$ cat src/rtl/jt51_timer_bank.sv
`default_nettype none
// +--------------------------------------------------------------------------+
// | Module   : jt51_timer_bank                                               |
// | Purpose  : NTIMERS up-counting reloadable timers sharing one prescaler,  |
// |            with sticky per-timer flags, IRQ enables, a combined active-  |
// |            low interrupt and a status byte for the host read path.       |
// |            Timer 0 counts every sample tick; timers 1.. count once per   |
// |            2^PRE_W ticks. All state moves only on cen.                   |
// | Ports    : clk, rst_n (async, active-low), cen, tick                     |
// |            value    - reload values, timer i at [i*W +: W]               |
// |            load     - run level; rising edge reloads, low freezes        |
// |            irq_en   - per-timer flag/IRQ enable                          |
// |            clr_flag - per-timer flag clear (a same-cycle set wins)       |
// |            flags    - sticky overflow flags                              |
// |            overflow - one-cen-period overflow strobes                    |
// |            irq_n    - ~|(flags & irq_en)                                 |
// |            status   - flags zero-extended to 8 bits                      |
// | Option   : JT51_TIMER_CSM_EN adds csm input and keyon_csm output, a      |
// |            one-cen-period pulse on each timer 0 overflow while csm=1.    |
// | Revision : 1.0 - initial release                                         |
// +--------------------------------------------------------------------------+
module jt51_timer_bank #(
    parameter int NTIMERS = 2,
    parameter int W       = 10,
    parameter int PRE_W   = 4
) (
    input  logic                 clk,
    input  logic                 rst_n,
    input  logic                 cen,
    input  logic                 tick,
    input  logic [NTIMERS*W-1:0] value,
    input  logic [NTIMERS-1:0]   load,
    input  logic [NTIMERS-1:0]   irq_en,
    input  logic [NTIMERS-1:0]   clr_flag,
    output logic [NTIMERS-1:0]   flags,
    output logic [NTIMERS-1:0]   overflow,
    output logic                 irq_n,
    output logic [7:0]           status
`ifdef JT51_TIMER_CSM_EN
    ,
    input  logic                 csm,
    output logic                 keyon_csm
`endif
);

    localparam logic [W-1:0]     C_CNT_MAX = '1;
    localparam logic [W-1:0]     C_CNT_ONE = W'(1);
    localparam logic [PRE_W-1:0] C_PRE_MAX = '1;
    localparam logic [PRE_W-1:0] C_PRE_ONE = PRE_W'(1);

    logic [NTIMERS-1:0] r_load_l;
    logic [PRE_W-1:0]   r_pre;
    logic [W-1:0]       r_cnt [NTIMERS];
    logic [NTIMERS-1:0] r_flags;
    logic [NTIMERS-1:0] r_overflow;

    logic               w_pre_tc;
    logic [NTIMERS-1:0] w_edge;
    logic [NTIMERS-1:0] w_adv;
    logic [NTIMERS-1:0] w_wrap;
    logic [NTIMERS-1:0] w_flags_nxt;
    logic [W-1:0]       w_cnt_nxt [NTIMERS];
    logic [7:0]         w_status;

    // Prescaler terminal count: the tick on which the prescaler wraps.
    assign w_pre_tc = tick & (r_pre == C_PRE_MAX);
    assign w_edge   = load & ~r_load_l;

    genvar gi;
    generate
        for (gi = 0; gi < NTIMERS; gi++) begin : g_timer
            logic w_step;

            if (gi == 0) begin : g_base
                assign w_step = tick;
            end else begin : g_scaled
                assign w_step = w_pre_tc;
            end

            // A load edge owns the cycle: the same-cycle tick is dropped.
            assign w_adv[gi]  = w_step & load[gi] & ~w_edge[gi];
            assign w_wrap[gi] = w_adv[gi] & (r_cnt[gi] == C_CNT_MAX);

            assign w_cnt_nxt[gi] = (w_edge[gi] | w_wrap[gi]) ? value[gi*W +: W] :
                                   w_adv[gi]                 ? r_cnt[gi] + C_CNT_ONE :
                                                               r_cnt[gi];

            // Set has priority over clear so an overflow is never lost.
            assign w_flags_nxt[gi] = (w_wrap[gi] & irq_en[gi]) |
                                     (r_flags[gi] & ~clr_flag[gi]);
        end
    endgenerate

    always_ff @(posedge clk or negedge rst_n) begin
        if (!rst_n) begin
            r_load_l   <= '0;
            r_pre      <= '0;
            r_flags    <= '0;
            r_overflow <= '0;
            for (int i = 0; i < NTIMERS; i++) begin
                r_cnt[i] <= '0;
            end
        end else if (cen) begin
            r_load_l   <= load;
            r_flags    <= w_flags_nxt;
            r_overflow <= w_wrap;
            if (tick) begin
                r_pre <= r_pre + C_PRE_ONE;
            end
            for (int i = 0; i < NTIMERS; i++) begin
                r_cnt[i] <= w_cnt_nxt[i];
            end
        end
    end

    always_comb begin
        w_status              = '0;
        w_status[NTIMERS-1:0] = r_flags;
    end

    assign flags    = r_flags;
    assign overflow = r_overflow;
    assign irq_n    = ~|(r_flags & irq_en);
    assign status   = w_status;

`ifdef JT51_TIMER_CSM_EN
    logic r_keyon_csm;

    // Independent of irq_en[0]: CSM key-on follows the raw overflow.
    always_ff @(posedge clk or negedge rst_n) begin
        if (!rst_n) begin
            r_keyon_csm <= 1'b0;
        end else if (cen) begin
            r_keyon_csm <= w_wrap[0] & csm;
        end
    end

    assign keyon_csm = r_keyon_csm;
`endif

endmodule
`default_nettype wire

$ cat config.mk
export PLATFORM = sky130hd
export DESIGN_NAME = jt51_timer_bank
export DESIGN_NICKNAME = d
export VERILOG_FILES = /design/src/rtl/jt51_timer_bank.sv
export SDC_FILE = /design/constraint.sdc
export NUM_CORES = 1
export LEC_CHECK = 0
export ABC_AREA = 1
export BUFFER_PORTS_ARGS = -buffer_cell sky130_fd_sc_hd__buf_4
export CAP_MARGIN = 20
export CORE_AREA = 3 3 81 83
export CTS_BUF_LIST = sky130_fd_sc_hd__clkbuf_2
export DETAILED_ROUTE_END_ITERATION = 8
export DIE_AREA = 0 0 84 86
export PLACE_DENSITY_LB_ADDON = 0.12
export SYNTH_ARGS = -nofsm -noshare
export SYNTH_HDL_FRONTEND = slang
export SYNTH_SLANG_ARGS = --single-unit
$ cat constraint.sdc
create_clock -name clk -period 4.4 [get_ports clk]
set_clock_uncertainty 0.15 [all_clocks]
set_input_delay 0.88 -clock clk [delete_from_list [all_inputs] [get_ports clk]]
set_output_delay 0.88 -clock clk [all_outputs]
set_load 0.02 [all_outputs]
Word-level counts from Yosys, hierarchy flattened
Index checks and enable logic that the tools add are counted.

$add $sub $neg: 3. Eq/ne operators: 3. Multiplexer cells: 4. Bitwise gates (word level): 22. Reductions and logical operators: 7.

Operators by type and width (number): two-way mux 10 bit (4); adder 10 x 1 -> 10 bit, second input constant (2); == test 10 bit, second input constant (2); AND 1 bit (11); AND reduction 2 bit (3); adder 4 x 1 -> 4 bit, second input constant (1); AND 2 bit (2); == test 4 bit, second input constant (1); inverter 1 bit (4); OR 1 bit (4); nonzero test 2 bit (2); inverter 2 bit (1); OR reduction 2 bit (1); zero test 1 bit (1).

Register bits after elaboration: 30. Bits of input ports: 30. Output and inout port bits: 13.

Depth between registers and ports, before layout
Gate-level depths: netlist of run 1.

Depth after elaboration: 8. Depth in mapped cells: 9. Depth with buffers taken out: 9.

Least setup slack after synthesis of run 1
No wires, ideal clock.

Path kind: input -> output. Start point: input irq_en[0]. End point: output irq_n. Arrival time: 1.204 ns. Required time: 3.370 ns. Path slack: 2.166 ns. Stages on the path: 2. Buffers on the path: 0. Cell sequence: a22o_1 inv_1.

Longest elaborated chain between the ends: 3.

RTL lines: from (decl) (line 33) `input logic [NTIMERS-1:0] irq_en,`; AND 2 bit (line 123) `assign irq_n = ~|(r_flags & irq_en);`; OR reduction 2 bit (line 123); zero test 1 bit (line 123); to (decl) (line 37) `output logic irq_n,`.

No other way between the ends.

Worst setup path after layout of run 1
Ends and elaborated chain as after synthesis.

==> impl_metrics.yaml, run 1 <==
status:
  run_status: "completed"
sta:
  tightestPinTransition_ns: 0.537
  finalHoldViolCount: 0
  hold_ws_ns: 0.256
  post-route-min-period_ns: 2.40
  slew_violations: 0
  timing.final.setup_violations: 0
  timing.final.crit_share_pct: 54.5
  post-route-worst-setup-slack_ns: 2.00
  fmax_ghz: 0.417
  fin_tns_setup_ns: 0
  rsz0062_at_grt: "false"
  max-slew-margin-rel_pct: 64.2
route:
  drtIter0Drc: 76
  totalWireLength_mm: 4.49
  drc_errors: 0
  routed_wire_length_per_instance_microns: 11.1
  detail_route.first_pass.iterations: 4
  antenna_left: 0
  routed-via-count: 1784
  viasPerCell: 4.43
clocking:
  cts_htree_levels: 2
  clkSlewWorstSetupHoldPaths_ns: 0.18
  clock_tree_from_tritoncts: "yes"
  post_cts_hold_buffer_count: 0
  numClockSinks: 30
  cts-root-to-sink-buffers: 2
  cts_inserted_buffers: 5
  resize_count_post_cts: 0
  clock-root-buffer: "clkbuf_2"
  worstSkewPairLatency_ns: 0.38
  setup_bufs_post_cts: 0
floorplan:
  die_area_sq_um: 7220
  die_height_microns: 86
  coreArea_sq_um: 5920
  row_count: 28
  initial_utilization_pct: 34.5
  ioPinCount: 43
  die_width_microns: 84
worst_setup_path:
  setup.worst_path.start_class: "input port"
  r2r_setup_slack_ns: 2.49
  max_stage_delay_ns: 0.19
  timing_worst_setup_path_type: "input port to primary output"
  critPathMostFrequentCell: "buf_4"
  cp_cell_sequence: "buf_4, a22o_1, inv_1, buf_4"
  timing.rr.end: "r_cnt[3]"
  setup_crit_end_kind: "primary output"
  maximum_fanout_along_the_worst_path: 2
  crit_slowest_cell: "a22o_1"
  worst-r2r-cell-count: 8
  worstPathArrival_ns: 1.37
  critical_path.reg2reg.startpoint: "r_pre[0]"
  crit_required_ns: 3.37
layout:
  syn2layout_area_growth_pct: 15.9
  fillCellCount: 662
  antennaDiodeCount: 0
  final_cell_mix: "nand2_1, inv_1, buf_4"
  layout-drive-gt1-share_pct: 19.2
  layout_commonest_cell: "nand2_1"
  postLayoutCoreUtil_pct: 40.0
  final_nets: 360
  finish.instance_area_sq_um: 2370
pwr:
  pwr_density_cell_nw_per_um2: 367
  p_leak_nw: 1.29
  peakVddDrop_mv: 0.128
run:
  cap_viol_max_count: 0
global_route:
  antenna_found_initial: 0
  grt.total_usage_pct: 13.7
  first_global_vias: 1708
  globalRouteOverflowTotal: 0
  maximum_number_of_pins_on_one_net_before_global_route_repair: 31
  wire_length_of_the_first_global_routing_pass_mm: 7.90
logic_synthesis:
  dominant_combinational_cell_family_by_area_after_synthesis: "simple AND/OR/NAND/NOR gates"
  post_synth_mux_area_share_pct: 0.551
  ys_seq_area_share_pct: 36.7
  post_synth_inst_count: 291
  synth_xor_xnor_area_share_pct: 6.00
  synth_cell_types: 28
  ys_warns: 0
  post_synth_fa_ha_maj_area_fraction_pct: 1.84
  ys_seq_elements: 30
  post_synth_instance_area_sq_um: 2040
  area_fraction_in_compound_gates_after_synthesis_pct: 6.92
  post_synth.cell_area_avg_sq_um: 7.02
  yosys.area_share.simple_pct: 35.1
placement:
  place_ws_ns: 1.99
  detailed_place.area_sq_um: 2330
  place_hpwl_mm: 3.30
  place_congestion: 0.851
  numPortBuffers: 36
min_path:
  timing.hold.worst.class: "input port to asynchronous set/reset pin"
-- power by group --
group / leakage, nW / switching [mW] / internal [mW] / total [mW]
combinational: 0.884 / 0.154 / 0.133 / 0.287
clock: 0.0304 / 0.102 / 0.0391 / 0.141
sequential: 0.378 / 0.0893 / 0.353 / 0.442
-- stage by stage --
stage                     instances  total power [mW]
after floorplan                 296             0.662
after global placement          395             0.734
after detailed placement        395             0.739
after CTS                       403             0.883
after global routing            403             0.958
final                           403             0.869
-- state kept, by name, indices dropped and copies added (netlist names) --
| name | count |
|---|---|
| overflow | 2 |
| r_pre | 4 |
| r_load_l | 2 |
| r_cnt | 20 |
| flags | 2 |
-- per-layer routing --
layer,vias up,share of wire (%),track usage [%]
met3,5,5.8,3.65
met1,789,51,19.3
met2,43,41,20.2
li1,947,-,-
met5,-,0,0
met4,0,1.5,4.39
-- how the worst max path moves through the flow --
stage	startpoint	endpoint	slack [ns]	depth (start not counted)
floorplan	irq_en[0]	irq_n	2.17	2
CTS	irq_en[0]	irq_n	2.00	4
detailed placement	load[1]	r_cnt[3]	1.99	6
finish	irq_en[0]	irq_n	2.00	4
global route	irq_en[0]	irq_n	1.96	4
global placement	irq_en[0]	irq_n	2.01	4
-- synth_stat cells --
cell	number	share of area [%]
a21oi_1	4	0.98
a21oi_2	1	0.43
a21oi_4	1	0.80
a22o_1	2	0.86
buf_12	1	0.98
buf_2	2	0.49
buf_4	9	3.3
conb_1	1	0.18
dfrtp_1	30	37
ha_1	3	1.8
inv_1	40	7.3
inv_2	3	0.55
mux2_2	1	0.55
nand2_1	111	20
nand2_2	3	0.92
nand2_4	1	0.55
nand3_1	30	7.3
nand3_2	2	0.98
nand4_1	3	0.92
nor2_1	12	2.2
nor2_2	4	1.2
nor2_4	1	0.55
o21ai_0	6	1.5
o21ai_1	3	0.73
o21ai_2	2	0.86
o21ai_4	1	0.80
xnor2_1	5	2.1
xor2_1	9	3.9
-- cell families after synthesis --
group                      count (synthesis)
muxes                                      1
DFF                                       30
AOI/OAI and AO/OA                         20
adders and majority gates                  3
other                                      1
and+or+nand+nor                          167
xor gates and xnor gates                  14
buffers and inverters                     55
-- cell type report --
cell class	count	area, sq um	area share, %
clock inverters	2	8.76	0.370
clock buffers	6	30.0	1.27
multi-input cells	211	1050	44.5
flip-flops and latches	30	751	31.7
inverters	43	161	6.82
repair buffers	36	270	11.4
well taps	75	93.8	3.96
-- critical path: cells and delay by family --
family | cells | cell delay, ns
AO/OA/AOI/OAI | 1 | 0.19
buffers and inverters | 3 | 0.29
No activity file was read; power rests on OpenSTA's default activity.
==> run 2: changes to the inputs <==
==> constraint.sdc (replaced) <==
create_clock -name clk -period 1.9 [get_ports clk]
set_clock_uncertainty 0.15 [all_clocks]
set_input_delay 0.38 -clock clk [delete_from_list [all_inputs] [get_ports clk]]
set_output_delay 0.38 -clock clk [all_outputs]
set_load 0.02 [all_outputs]
==> run 2 against run 1 <==
Clock power grew to 4.2 times the previous value; sequential power grew 130%; core utilization up 1.7 points; flip-flop and latch count is the same; count of clock-buffer cells in the layout down 1; worst setup slack got worse by 1.9 ns; final cell count rose by 1.2%; first-iteration DRC count is 16% lower; total power rose to 2.6 times the previous value; die area did not move; critical path type is now flop to primary output; largest cell class unchanged.
==> impl_metrics.yaml, run 2 (synthesis gave the netlist of run 1 again) <==
status:
  run_status: "completed"
layout:
  finish.instance_area_sq_um: 2470
  top_regs: "r_cnt: 20 flops, r_pre: 4 flops"
  finish.cell_count_without_fillers: 408
  biggest_register: "r_cnt"
  antennaDiodeCount: 0
  final_nets: 365
  layout_commonest_cell: "nand2_1"
  syn2layout_area_growth_pct: 20.9
  final_cell_mix: "nand2_1, inv_1, buf_4"
  layout-drive-gt1-share_pct: 20.7
  flip_flop_count_of_the_largest_register_after_layout: 20
clocking:
  cts_inserted_buffers: 5
  cts_htree_levels: 2
  setup_bufs_post_cts: 0
  clock-root-buffer: "clkbuf_2"
  clock_tree_from_tritoncts: "yes"
  numClockSinks: 30
  clkSlewWorstSetupHoldPaths_ns: 0.18
  cts-root-to-sink-buffers: 2
  worstSkewPairLatency_ns: 0.39
route:
  viasPerCell: 4.50
  detail_route.first_pass.iterations: 4
  drtIter0Drc: 64
  routed-via-count: 1834
  totalWireLength_mm: 4.42
  antenna_left: 0
  routed_wire_length_per_instance_microns: 10.8
  drc_errors: 0
placement:
  numPortBuffers: 36
  place_hpwl_mm: 3.28
  dp.cells: 399
  detailed_place.area_sq_um: 2360
  place_ws_ns: 0.0885
  place_congestion: 0.777
worst_setup_path:
  setup.worst_path.start_class: "flop"
  maximum_fanout_along_the_worst_path: 4
  timing_worst_setup_path_type: "flop to primary output"
  crit_required_ns: 1.37
  worstPathArrival_ns: 1.25
  critical_path.reg2reg.startpoint: "r_cnt[10]"
  r2r_setup_slack_ns: 0.14
  setup_crit_end_kind: "primary output"
  worst-r2r-cell-count: 9
  timing.rr.end: "r_cnt[14]"
sta:
  post-route-min-period_ns: 1.78
  slew_violations: 0
  finalHoldViolCount: 0
  timing.final.setup_violations: 0
  rsz0062_at_grt: "true"
  fin_tns_setup_ns: 0
  timing.final.crit_share_pct: 93.5
  fmax_ghz: 0.563
  post-route-worst-setup-slack_ns: 0.124
run:
  cap_viol_max_count: 0
min_path:
  timing.hold.worst.class: "input port to flop"
  min_path_cells: 2
  hold_path_startpoint: "irq_en[0]"
  hold_end: "flags[0]"
floorplan:
  die_area_sq_um: 7220
  row_count: 28
  coreArea_sq_um: 5920
  initial_utilization_pct: 34.5
  ioPinCount: 43
  die_height_microns: 86
  die_width_microns: 84
global_route:
  antenna_found_initial: 0
  grtUsageMet1_pct: 18.0
  grtUsageMet3_pct: 2.79
  groute.layer.met2.usage_pct: 21.5
  globalRouteOverflowTotal: 0
  wire_length_of_the_first_global_routing_pass_mm: 7.94
  grt.total_usage_pct: 13.5
  first_global_vias: 1786
  maximum_number_of_pins_on_one_net_before_global_route_repair: 31
  gr-max-usage-layer: "met2"
pwr:
  pwr_density_cell_nw_per_um2: 929
  peakVddDrop_mv: 0.322
  p_leak_nw: 1.34
  report.power.total_mw: 2.29
## run 2: repair_timing
action,CTS,global route
hold endpoints to repair,30,0
gates resized for setup,0,3
hold buffers,1,0
setup endpoints to repair,0,13
## run 2: critical path, stage by stage, from the launching register on
cell and delay (ns):
dfrtp_1 0.45, a22o_1 0.24, inv_1 0.05, buf_4 0.13
## run 2: metrics by stage
step / utilization [%] / hold WS, ns
3_3_place_gp: 39.8 / 0.201
6_report: 41.7 / 0.0564
5_1_grt: 41.7 / 0.0301
2_1_floorplan: - / -0.0656
4_1_cts: 41.5 / 0.0208
3_5_place_dp: 39.8 / 0.196
## run 2: how the worst max path moves through the flow
stage	cells past startpoint	startpoint	slack, ns	end
5_1_grt	9	r_cnt[10]	-0.02	r_cnt[14]
6_report	3	flags[0]	0.12	irq_n
4_1_cts	9	r_cnt[10]	0.03	r_cnt[14]
3_5_place_dp	9	r_cnt[10]	0.09	r_cnt[14]
3_3_place_gp	8	r_cnt[10]	0.1	r_cnt[17]
2_1_floorplan	9	r_cnt[10]	0.31	r_cnt[10]
## run 2: final cells by class
cell class,instances,area [sq um]
multi-input cells,211,1060
flip-flops and latches,30,752
inverters,43,161
well taps,75,93.8
fillers,638,3450
repair buffers,41,310
clock inverters,3,63.8
clock buffers,5,25.0
## run 2: layer usage
metal	vias to the layer above	wire (microns)
met4	0	65
met5	-	0
li1	962	-
met2	53	1940
met3	5	246
met1	814	2170
## run 2: power by group
group          switching, mW  total [mW]  internal [mW]
registers              0.203        1.02          0.817
clock network          0.248       0.599          0.351
logic                  0.357       0.675          0.318
==> run 3: changes to the inputs <==
--- a/config.mk
+++ b/config.mk
@@ -5,13 +5,12 @@
 export SDC_FILE = /design/constraint.sdc
 export NUM_CORES = 1
 export LEC_CHECK = 0
-export ABC_AREA = 1
 export BUFFER_PORTS_ARGS = -buffer_cell sky130_fd_sc_hd__buf_4
 export CAP_MARGIN = 20
-export CORE_AREA = 3 3 81 83
+export CORE_AREA = 3 3 79 81
 export CTS_BUF_LIST = sky130_fd_sc_hd__clkbuf_2
 export DETAILED_ROUTE_END_ITERATION = 8
-export DIE_AREA = 0 0 84 86
+export DIE_AREA = 0 0 82 84
 export PLACE_DENSITY_LB_ADDON = 0.12
 export SYNTH_ARGS = -nofsm -noshare
 export SYNTH_HDL_FRONTEND = slang
==> run 3 against run 2 <==
Highest routed layer unchanged; clock power fell by 46%; sequential power barely moved; final area rose by 7.0%; critical endpoint is now r_cnt[5]; largest power group is now combinational cells; synthesized area fell by 5.8%; count of clock-buffer cells in the layout rose by 1; combinational power rose by 67%; worst setup slack got worse by 0.082 ns; critical path type is now flop to flop; global-route usage rose by 3.0 points; via count rose by 2.7%; first-iteration DRC count rose by 59%.
==> impl_metrics.yaml, run 3 <==
status:
  run_status: "completed"
placement:
  detailed_place.area_sq_um: 2490
  numPortBuffers: 36
  place_congestion: 0.847
  place_ws_ns: -0.0455
  place_hpwl_mm: 3.99
sta:
  timing.final.crit_share_pct: 97.8
  slew_violations: 0
  rsz0062_at_grt: "true"
  post-route-worst-setup-slack_ns: 0.0423
  max-slew-margin-rel_pct: 55.7
  fmax_ghz: 0.538
  post-route-min-period_ns: 1.86
  finalHoldViolCount: 0
  tightestPinTransition_ns: 0.664
  timing.final.setup_violations: 0
global_route:
  first_global_vias: 1820
  wire_length_of_the_first_global_routing_pass_mm: 8.85
  globalRouteOverflowTotal: 0
  antenna_found_initial: 0
  maximum_number_of_pins_on_one_net_before_global_route_repair: 31
  grt.total_usage_pct: 16.5
layout:
  antennaDiodeCount: 0
  layout-drive-gt1-share_pct: 36.0
  final_nets: 318
  syn2layout_area_growth_pct: 37.3
  finish.instance_area_sq_um: 2640
  top_regs: "r_cnt: 20 flops, r_pre: 4 flops"
  final_cell_mix: "buf_4, dfrtp_1, nand2_1"
  layout_commonest_cell: "buf_4"
  flip_flop_count_of_the_largest_register_after_layout: 20
  biggest_register: "r_cnt"
worst_setup_path:
  worstPathArrival_ns: 2.00
  maximum_fanout_along_the_worst_path: 7
  timing_worst_setup_path_type: "flop to flop"
  r2r_setup_slack_ns: 0.04
  setup_crit_end_kind: "flop"
  worst-r2r-cell-count: 5
  crit_required_ns: 2.04
  setup.worst_path.start_class: "flop"
floorplan:
  die_area_sq_um: 6890
  coreArea_sq_um: 5540
  die_width_microns: 82
  die_height_microns: 84
  row_count: 27
  ioPinCount: 43
  initial_utilization_pct: 34.7
logic_synthesis:
  synth.largest_area_cell: "dfrtp_1"
  ys_warns: 0
  post-synth-top-count-cell: "dfrtp_1"
  ys_seq_elements: 30
  synth-edff-count: 0
  post_synth.cell_area_avg_sq_um: 8.95
  ys_seq_area_share_pct: 39.0
  post_synth_instance_area_sq_um: 1920
  synth_top_cell_area_share_pct: 39.0
  synth_common_cells: "dfrtp_1, nand2_1, a21oi_1"
  async_flop_share_pct: 100
  post_synth_inst_count: 215
  post_synth_main_area_contributors: "dfrtp_1, a21oi_1, nand4_1"
  synth-main-ff-cell: "dfrtp_1"
  synth_cell_types: 50
clocking:
  clkSlewWorstSetupHoldPaths_ns: 0.16
  cts-root-to-sink-buffers: 2
  numClockSinks: 30
  cts_htree_levels: 2
  clock-root-buffer: "clkbuf_2"
  cts_inserted_buffers: 5
  worstSkewPairLatency_ns: 0.37
  clock_tree_from_tritoncts: "yes"
route:
  drc_errors: 0
  routed-via-count: 1884
  antenna_left: 0
  detail_route.first_pass.iterations: 4
  viasPerCell: 5.26
  routed_wire_length_per_instance_microns: 15.1
  totalWireLength_mm: 5.39
  drtIter0Drc: 102
pwr:
  p_leak_nw: 1.17
  peakVddDrop_mv: 0.386
  pwr_density_cell_nw_per_um2: 931
run:
  cap_viol_max_count: 0
min_path:
  min_path_cells: 3
  timing.hold.worst.class: "input port to flop"
## run 3: changes by cell type after synthesis, moves of 8 or more
cell,before,now
nand3_1,30,10
xor2_1,9,1
nand4_1,3,15
nand2_1,111,22
a21oi_1,4,20
inv_1,40,6
## run 3: area by class of cell
type                       count  area (sq um)
multi-input combinational    165          1150
fill                         553          2900
inverter                       6          22.5
clock inverter                 2          8.76
sequential                    30           751
clock buffer                   6          30.0
tap                           72          90.1
timing repair buffer          77           588
## run 3: cell families (layout without fill, tap and decap cells)
group,after synthesis,count (layout),synth area share (%)
xor+xnor,3,3,1.37
mux,8,8,4.36
flops,30,30,39.0
other cells,1,6,0.195
buf+inv,25,91,7.02
fa+ha+maj,3,3,1.95
compound gates,67,67,23.5
simple gates,78,78,22.6
## run 3: worst paths after layout
path | startpoint | end
worst max-delay path | r_pre[1] | r_cnt[5]
worst min-delay path | value[16] | r_cnt[6]
worst max register to register | r_pre[1] | r_cnt[5]
worst min register to register | overflow[0] | overflow[0]
max in group asynchronous | rst_n | overflow[1]
min in group asynchronous | rst_n | r_cnt[10]
## run 3: metal layers
metal	vias to the layer above	track usage (%)	wire length, microns	share of wire (%)
li1	950	-	-	-
met1	880	23.1	2510	47
met2	48	25.0	2540	47
met4	0	4.98	65	1.2
met5	-	0	0	0
met3	6	3.89	265	4.9
## run 3: power breakdown
group / total (mW) / internal, mW / leakage [nW] / switching [mW]
clock: 0.326 / 0.0904 / 0.0304 / 0.236
combinational: 1.13 / 0.575 / 0.794 / 0.555
sequential: 1.00 / 0.829 / 0.347 / 0.175
## run 3: critical path: stages (launching register included)
cell and delay (ns):
dfrtp_1 0.43, ha_4 0.17, nand4_4 0.07, or4_4 0.56
a211o_1 0.28, o211a_1 0.10
## run 3: timing repair
item                                   in CTS  in global routing
gates resized for setup                     3                 14
pin swaps                                   4                 11
cloned                                      0                  0
hold buffers                                1                  0
endpoints found under the hold margin      30                  0
buffers inserted                            1                  0
setup endpoints to repair                   8                 19
## run 3: stage by stage
step / cells / hold slack (ns) / total power [mW] / TNS [ns] / util (%)
CTS: 358 / 0.0779 / 2.40 / -0.000661 / 46.1
global route: 358 / 0.0718 / 2.68 / -0.490 / 47.7
finish: 358 / 0.0984 / 2.46 / 0 / 47.7
detailed placement: 348 / 0.201 / 2.05 / -0.104 / 44.9
floorplan: 220 / -0.0656 / 1.56 / 0 / -
global placement: 348 / 0.200 / 2.05 / -0.0643 / 44.9
